===== src/rtl/mcu_clkcnt_bank.sv =====
// mcu_clkcnt_bank: bank of NCH free-running clock counters driven by per-channel
// command nibbles (SYNC / SAVE / CLR_OVF), with a 16-bit register bus for reading
// saved counter snapshots and per-channel status.
// Build option: define MCU_CLKCNT_SAVE_FIFO_EN to replace the single save register
// of each channel with a FIFO_DEPTH-entry save FIFO.
module mcu_clkcnt_bank #(
  parameter int unsigned NCH        = 8,
  parameter int unsigned CTR_W      = 48,
  parameter logic [15:0] BASE       = 16'h0100,
  parameter int unsigned FIFO_DEPTH = 4
) (
  input  logic                   clk,
  input  logic                   rst_n,
  input  logic [NCH*4-1:0]       from_mcu,
  input  logic [15:0]            baddr,
  input  logic [15:0]            bwrdata,
  input  logic                   bwr,
  input  logic                   bstrobe,
  output logic [15:0]            brddata,
  output logic [NCH*CTR_W-1:0]   clkcnt,
  output logic [NCH-1:0]         sync_pulse
);

  localparam int unsigned NWORDS      = CTR_W / 16;
  localparam logic [3:0]  CMD_SYNC    = 4'h1;
  localparam logic [3:0]  CMD_SAVE    = 4'h2;
  localparam logic [3:0]  CMD_CLR_OVF = 4'h3;

  // Bus decode: each channel owns an 8-word window starting at BASE + 8*c.
  logic [15:0] bus_off;
  logic        bus_hit;
  logic [2:0]  bus_ch;
  logic [2:0]  bus_word;
  logic        ctrl_wr;

  assign bus_off  = baddr - BASE;
  assign bus_hit  = (bus_off < 16'(8 * NCH));
  assign bus_ch   = bus_off[5:3];
  assign bus_word = bus_off[2:0];
  assign ctrl_wr  = bstrobe & bwr & bus_hit & (bus_word == 3'd7);

  // Per-channel view used by the read mux.
  logic [CTR_W-1:0] head_w  [NCH];
  logic [3:0]       count_w [NCH];
  logic [NCH-1:0]   valid_w;
  logic [NCH-1:0]   ovf_w;

  genvar gi;
  generate
    for (gi = 0; gi < NCH; gi++) begin : g_ch
      logic [3:0]       cmd_q;
      logic [CTR_W-1:0] cnt_q;
      logic             sync_q;
      logic             ch_sel;
      logic             pop_req;
      logic             clr_req;
      logic             save_req;

      assign ch_sel   = (bus_ch == 3'(gi));
      assign pop_req  = ctrl_wr & ch_sel & bwrdata[0];
      // A bus clear and a CLR_OVF command in the same cycle collapse into one clear.
      assign clr_req  = (ctrl_wr & ch_sel & bwrdata[1]) | (cmd_q == CMD_CLR_OVF);
      assign save_req = (cmd_q == CMD_SAVE);

      // Command register, free-running counter and registered sync pulse.
      always_ff @(posedge clk or negedge rst_n) begin
        if (!rst_n) begin
          cmd_q  <= '0;
          cnt_q  <= '0;
          sync_q <= 1'b0;
        end else begin
          cmd_q <= from_mcu[4*gi +: 4];
          if (cmd_q == CMD_SYNC) begin
            cnt_q  <= '0;
            sync_q <= 1'b1;
          end else begin
            cnt_q  <= cnt_q + 1'b1;
            sync_q <= 1'b0;
          end
        end
      end

      assign clkcnt[CTR_W*gi +: CTR_W] = cnt_q;
      assign sync_pulse[gi]            = sync_q;

`ifdef MCU_CLKCNT_SAVE_FIFO_EN
      localparam int unsigned AW = $clog2(FIFO_DEPTH);

      logic [CTR_W-1:0] mem_q [FIFO_DEPTH];
      logic [AW-1:0]    rd_ptr_q;
      logic [AW-1:0]    wr_ptr_q;
      logic [3:0]       count_q;
      logic             ovf_q;
      logic             do_pop;
      logic             fifo_full;
      logic             do_push;
      logic             drop;

      // A pop in the same cycle frees the slot, so a save into a full FIFO
      // succeeds when paired with a pop.
      assign do_pop    = pop_req & (count_q != 4'd0);
      assign fifo_full = (count_q == 4'(FIFO_DEPTH));
      assign do_push   = save_req & (~fifo_full | do_pop);
      assign drop      = save_req & fifo_full & ~do_pop;

      // Save FIFO storage, pointers, occupancy and sticky overflow.
      always_ff @(posedge clk or negedge rst_n) begin
        if (!rst_n) begin
          for (int k = 0; k < int'(FIFO_DEPTH); k++) begin
            mem_q[k] <= '0;
          end
          rd_ptr_q <= '0;
          wr_ptr_q <= '0;
          count_q  <= '0;
          ovf_q    <= 1'b0;
        end else begin
          if (do_push) begin
            mem_q[wr_ptr_q] <= cnt_q;
            wr_ptr_q        <= wr_ptr_q + 1'b1;
          end
          if (do_pop) begin
            rd_ptr_q <= rd_ptr_q + 1'b1;
          end
          if (do_push && !do_pop) begin
            count_q <= count_q + 4'd1;
          end else if (!do_push && do_pop) begin
            count_q <= count_q - 4'd1;
          end
          // A new overflow event wins over a simultaneous clear.
          if (drop) begin
            ovf_q <= 1'b1;
          end else if (clr_req) begin
            ovf_q <= 1'b0;
          end
        end
      end

      assign head_w[gi]  = mem_q[rd_ptr_q];
      assign count_w[gi] = count_q;
      assign valid_w[gi] = (count_q != 4'd0);
      assign ovf_w[gi]   = ovf_q;
`else
      logic [CTR_W-1:0] clksav_q;
      logic             valid_q;
      logic             ovf_q;
      logic             overwrite;

      // Overwriting an unread snapshot is an overflow unless it is popped in the same cycle.
      assign overwrite = save_req & valid_q & ~pop_req;

      // Single snapshot register with valid flag and sticky overflow.
      always_ff @(posedge clk or negedge rst_n) begin
        if (!rst_n) begin
          clksav_q <= '0;
          valid_q  <= 1'b0;
          ovf_q    <= 1'b0;
        end else begin
          if (save_req) begin
            clksav_q <= cnt_q;
            valid_q  <= 1'b1;
          end else if (pop_req) begin
            valid_q  <= 1'b0;
          end
          if (overwrite) begin
            ovf_q <= 1'b1;
          end else if (clr_req) begin
            ovf_q <= 1'b0;
          end
        end
      end

      assign head_w[gi]  = clksav_q;
      assign count_w[gi] = {3'b000, valid_q};
      assign valid_w[gi] = valid_q;
      assign ovf_w[gi]   = ovf_q;
`endif
    end
  endgenerate

  // Read mux: saved-value words, status word, zero for everything else.
  logic [15:0] rd_word;
  always_comb begin
    rd_word = '0;
    if (bus_hit) begin
      for (int c = 0; c < int'(NCH); c++) begin
        if (bus_ch == 3'(c)) begin
          if (bus_word == 3'd6) begin
            rd_word = {valid_w[c], ovf_w[c], 10'b0, count_w[c]};
          end else begin
            for (int w = 0; w < int'(NWORDS); w++) begin
              if (bus_word == 3'(w)) begin
                rd_word = head_w[c][16*w +: 16];
              end
            end
          end
        end
      end
    end
  end

  // Registered read data, updated only on read strobes.
  always_ff @(posedge clk or negedge rst_n) begin
    if (!rst_n) begin
      brddata <= '0;
    end else if (bstrobe && !bwr) begin
      brddata <= rd_word;
    end
  end

endmodule

===== config.mk =====
export PLATFORM = sky130hd
export DESIGN_NAME = mcu_clkcnt_bank
export DESIGN_NICKNAME = d
export VERILOG_FILES = /design/src/rtl/mcu_clkcnt_bank.sv
export SDC_FILE = /design/constraint.sdc
export NUM_CORES = 2
export LEC_CHECK = 0
export CAP_MARGIN = 20
export CORE_ASPECT_RATIO = 0.6
export CORE_UTILIZATION = 55
export DETAILED_ROUTE_END_ITERATION = 12
export PLACE_DENSITY = 0.9
export SLEW_MARGIN = 10
export SYNTH_ARGS = -nofsm -noshare
export SYNTH_HDL_FRONTEND = slang
export SYNTH_SLANG_ARGS = --single-unit

===== constraint.sdc =====
create_clock -name clk -period 4.3 [get_ports clk]
set_clock_uncertainty 0.1 [all_clocks]
set_input_delay 1.29 -clock clk [delete_from_list [all_inputs] [get_ports clk]]
set_output_delay 1.29 -clock clk [all_outputs]
set_load 0.01 [all_outputs]

==> impl_metrics.ini <==
[placement]
gp_congestion = 0.9925
dp_hpwl_microns = 88440
postPlaceCellArea_sq_mm = 0.04492
place_ws_ns = 0.3937
io_buffers = 461

[global_route]
track_usage = 0.3422
grt_overflow_total = 0
grt_start_max_net_pins = 136
grt_pass1_vias = 30110
grt_pass1_wl_microns = 188800
grt_antenna_before_repair = 11

[layout]
final_cell_mix = dfrtp_1, nor2_1, clkdlybuf4s50_1
area.growth.synth_to_final_pct = 22.19
fin_nets = 4080
final_common_cell = dfrtp_1
final_area_sq_mm = 0.04775
drive_above_1_share = 0.1619

[sta]
hold_viol = 0
fin_crit_ns = 3.397
finalSetupViolCount = 0
max-slew-margin-rel = 0.2723
finalCritPeriodShare = 0.7900
setup_ws_ns = 0.9030
tns_ns = 0
rsz0062_at_grt = false
holdWs_ns = 0.4033
tightest_slew_ns = 1.089
fmax_mhz = 294.4
drv_slew = 0

[detailed_routing]
initialDrtViolationCount = 4058
wl_microns = 124500
viasPerCell = 6.295
final_antenna_net_count = 0
wl_met3_microns = 14350
wl_met1_microns = 51940
top_layer = met5
drcViolationCount = 0
via_count = 31430
drt_pass1_iterations = 9
wl_per_cell_microns = 24.93
routed-wl-met2_microns = 53680

[worst_hold_path]
hold_class = register to register

[worst_setup_path]
slowest_delay_ns = 0.62
cp.arrival_ns = 3.80
critPathMaxFanout = 51
required_ns = 4.71
path_class = input port to register
slowest_stage = a2111oi_0
crit_chain = buf_6 -> nor2_1 -> a32o_1 -> o21ai_0 -> o22ai_1 -> a2111oi_0 -> o31ai_1
crit_path_end_kind = register
worst_setup_path_start_kind = input port

[logic_synthesis]
synth-seq-cells = 840
synthCells = 3568
yosysWarnings = 0
syn-mean-instance-area_sq_um = 10.95
synth-simple-area-share = 0.1632
synthMuxAreaShare = 0.1335
synthXorXnorAreaFrac = 0.07351
seq_area_frac_synth = 0.5379
synthesis.nets = 3644
synthDistinctLibCells = 66
async_flop_share = 1.000
synth_ff_type = dfrtp_1
synthesis.area_sq_mm = 0.03908
synth_compound_area_frac = 0.06448
synth_edf_count = 0
synth_fa_ha_area_frac = 0.002561
synth_top_family_by_area = simple AND/OR/NAND/NOR gates

[cts]
cts_buffer_depth = 3
path_clk_slew_ns = 0.06
cts_made_buffers = 78
cts-root-buf = clkbuf_16
clock_sinks = 840
h-tree-depth = 3
clk_latency_ns = 0.66
postCtsSetupRepairBufs = 0
hold_buffers = 0
postCtsResizedCells = 0
cts_tree = built

[die]
die_y_microns = 208.5
start_util = 0.5575
fp.dieW_microns = 346.1
coreArea_sq_mm = 0.07010
pin_count = 476
rows = 75
die-area_sq_mm = 0.07216

[power_and_ir_drop]
p_leak_nw = 21.39
p_total_mw = 18.46
peakVddDrop_uv = 296.6
powerDensity_mw_per_mm2 = 386.5

[flow_run]
drv_cap = 0

[run_status]
status = finished clean
worst max-delay path, delay by kind of cell:
kind	cells	cell delay, ns
compound gates	5	1.87
buf+inv	1	0.45
simple gates	1	0.13
registers in the layout (all words and copies together) (netlist names):
signal / cells
g_ch.ovf_q: 8
g_ch.cmd_q: 32
g_ch.cnt_q: 384
g_ch.sync_q: 8
brddata: 16
g_ch.valid_q: 8
g_ch.clksav_q: 384
Yosys cell counts (16+ instances only):
cell / instances / area [sq um]
buf_2: 27 / 135.1
mux2i_1: 86 / 860.8
o2bb2ai_1: 23 / 201.4
nand4_1: 105 / 656.9
o22ai_1: 47 / 294.0
and2_1: 21 / 131.4
o211ai_1: 16 / 120.1
xnor2_1: 130 / 1139
or3_1: 38 / 237.7
mux2_2: 387 / 4358
a21oi_1: 130 / 650.6
xor2_1: 198 / 1734
clkbuf_1: 113 / 424.2
nor2_1: 493 / 1851
nor4_1: 33 / 206.5
buf_1: 43 / 161.4
nor3_1: 56 / 280.3
o21ai_0: 106 / 530.5
nor2b_1: 20 / 125.1
nand2_1: 197 / 739.5
dfrtp_1: 840 / 21020
nand3_1: 145 / 725.7
and4_1: 49 / 429.2
inv_1: 50 / 187.7
and3_1: 47 / 294.0
path summary, 6_finish.rpt:
| kind | start | end | slack, ns | cells past startpoint |
|---|---|---|---|---|
| setup / recovery | baddr[1] | brddata[0] | 0.90 | 7 |
| hold / removal | g_ch[4].clksav_q[26] | g_ch[4].clksav_q[26] | 0.40 | 1 |
| setup reg to reg | g_ch[6].cnt_q[0] | g_ch[6].cnt_q[32] | 1.19 | 7 |
| hold reg to reg | g_ch[4].clksav_q[26] | g_ch[4].clksav_q[26] | 0.40 | 1 |
| max in group asynchronous | rst_n | g_ch[4].cnt_q[9] | 2.40 | 2 |
| min in group asynchronous | rst_n | g_ch[7].cnt_q[24] | 0.52 | 1 |
area by class of cell:
class	instances	area (sq um)
fill	4744	22350
sequential	840	21020
multi-input combinational	2486	17210
timing repair buffer	547	5454
clock buffer	110	2252
tap	924	1156
clock inverter	30	456.7
inverter	51	191.4
antenna	5	12.51
layer usage:
layer	vias up	global-route usage
li1	13450	-
met1	15770	0.5064
met2	1928	0.4868
met3	281	0.08949
met4	6	0.1189
met5	-	0
through the flow:
step,cells,util
6_report,4993,0.6812
5_1_grt,4991,0.6812
4_1_cts,4983,0.6795
3_5_place_dp,4843,0.6409
3_3_place_gp,4843,0.6409
2_1_floorplan,3568,-
power breakdown:
| group | switching, mW | leakage, nW | internal [mW] |
|---|---|---|---|
| Combinational | 1.11 | 8.62 | 0.997 |
| Sequential | 0.594 | 11.4 | 8.35 |
| Clock | 3.18 | 1.32 | 4.23 |
| Total | 4.88 | 21.4 | 13.6 |
logic make-up after synthesis:
family | count (synthesis)
simple gates | 1266
flops | 840
mux | 473
compound gates | 411
xor+xnor | 328
buf+inv | 242
fa+ha+maj | 8
No activity file was read; power rests on OpenSTA's default activity.
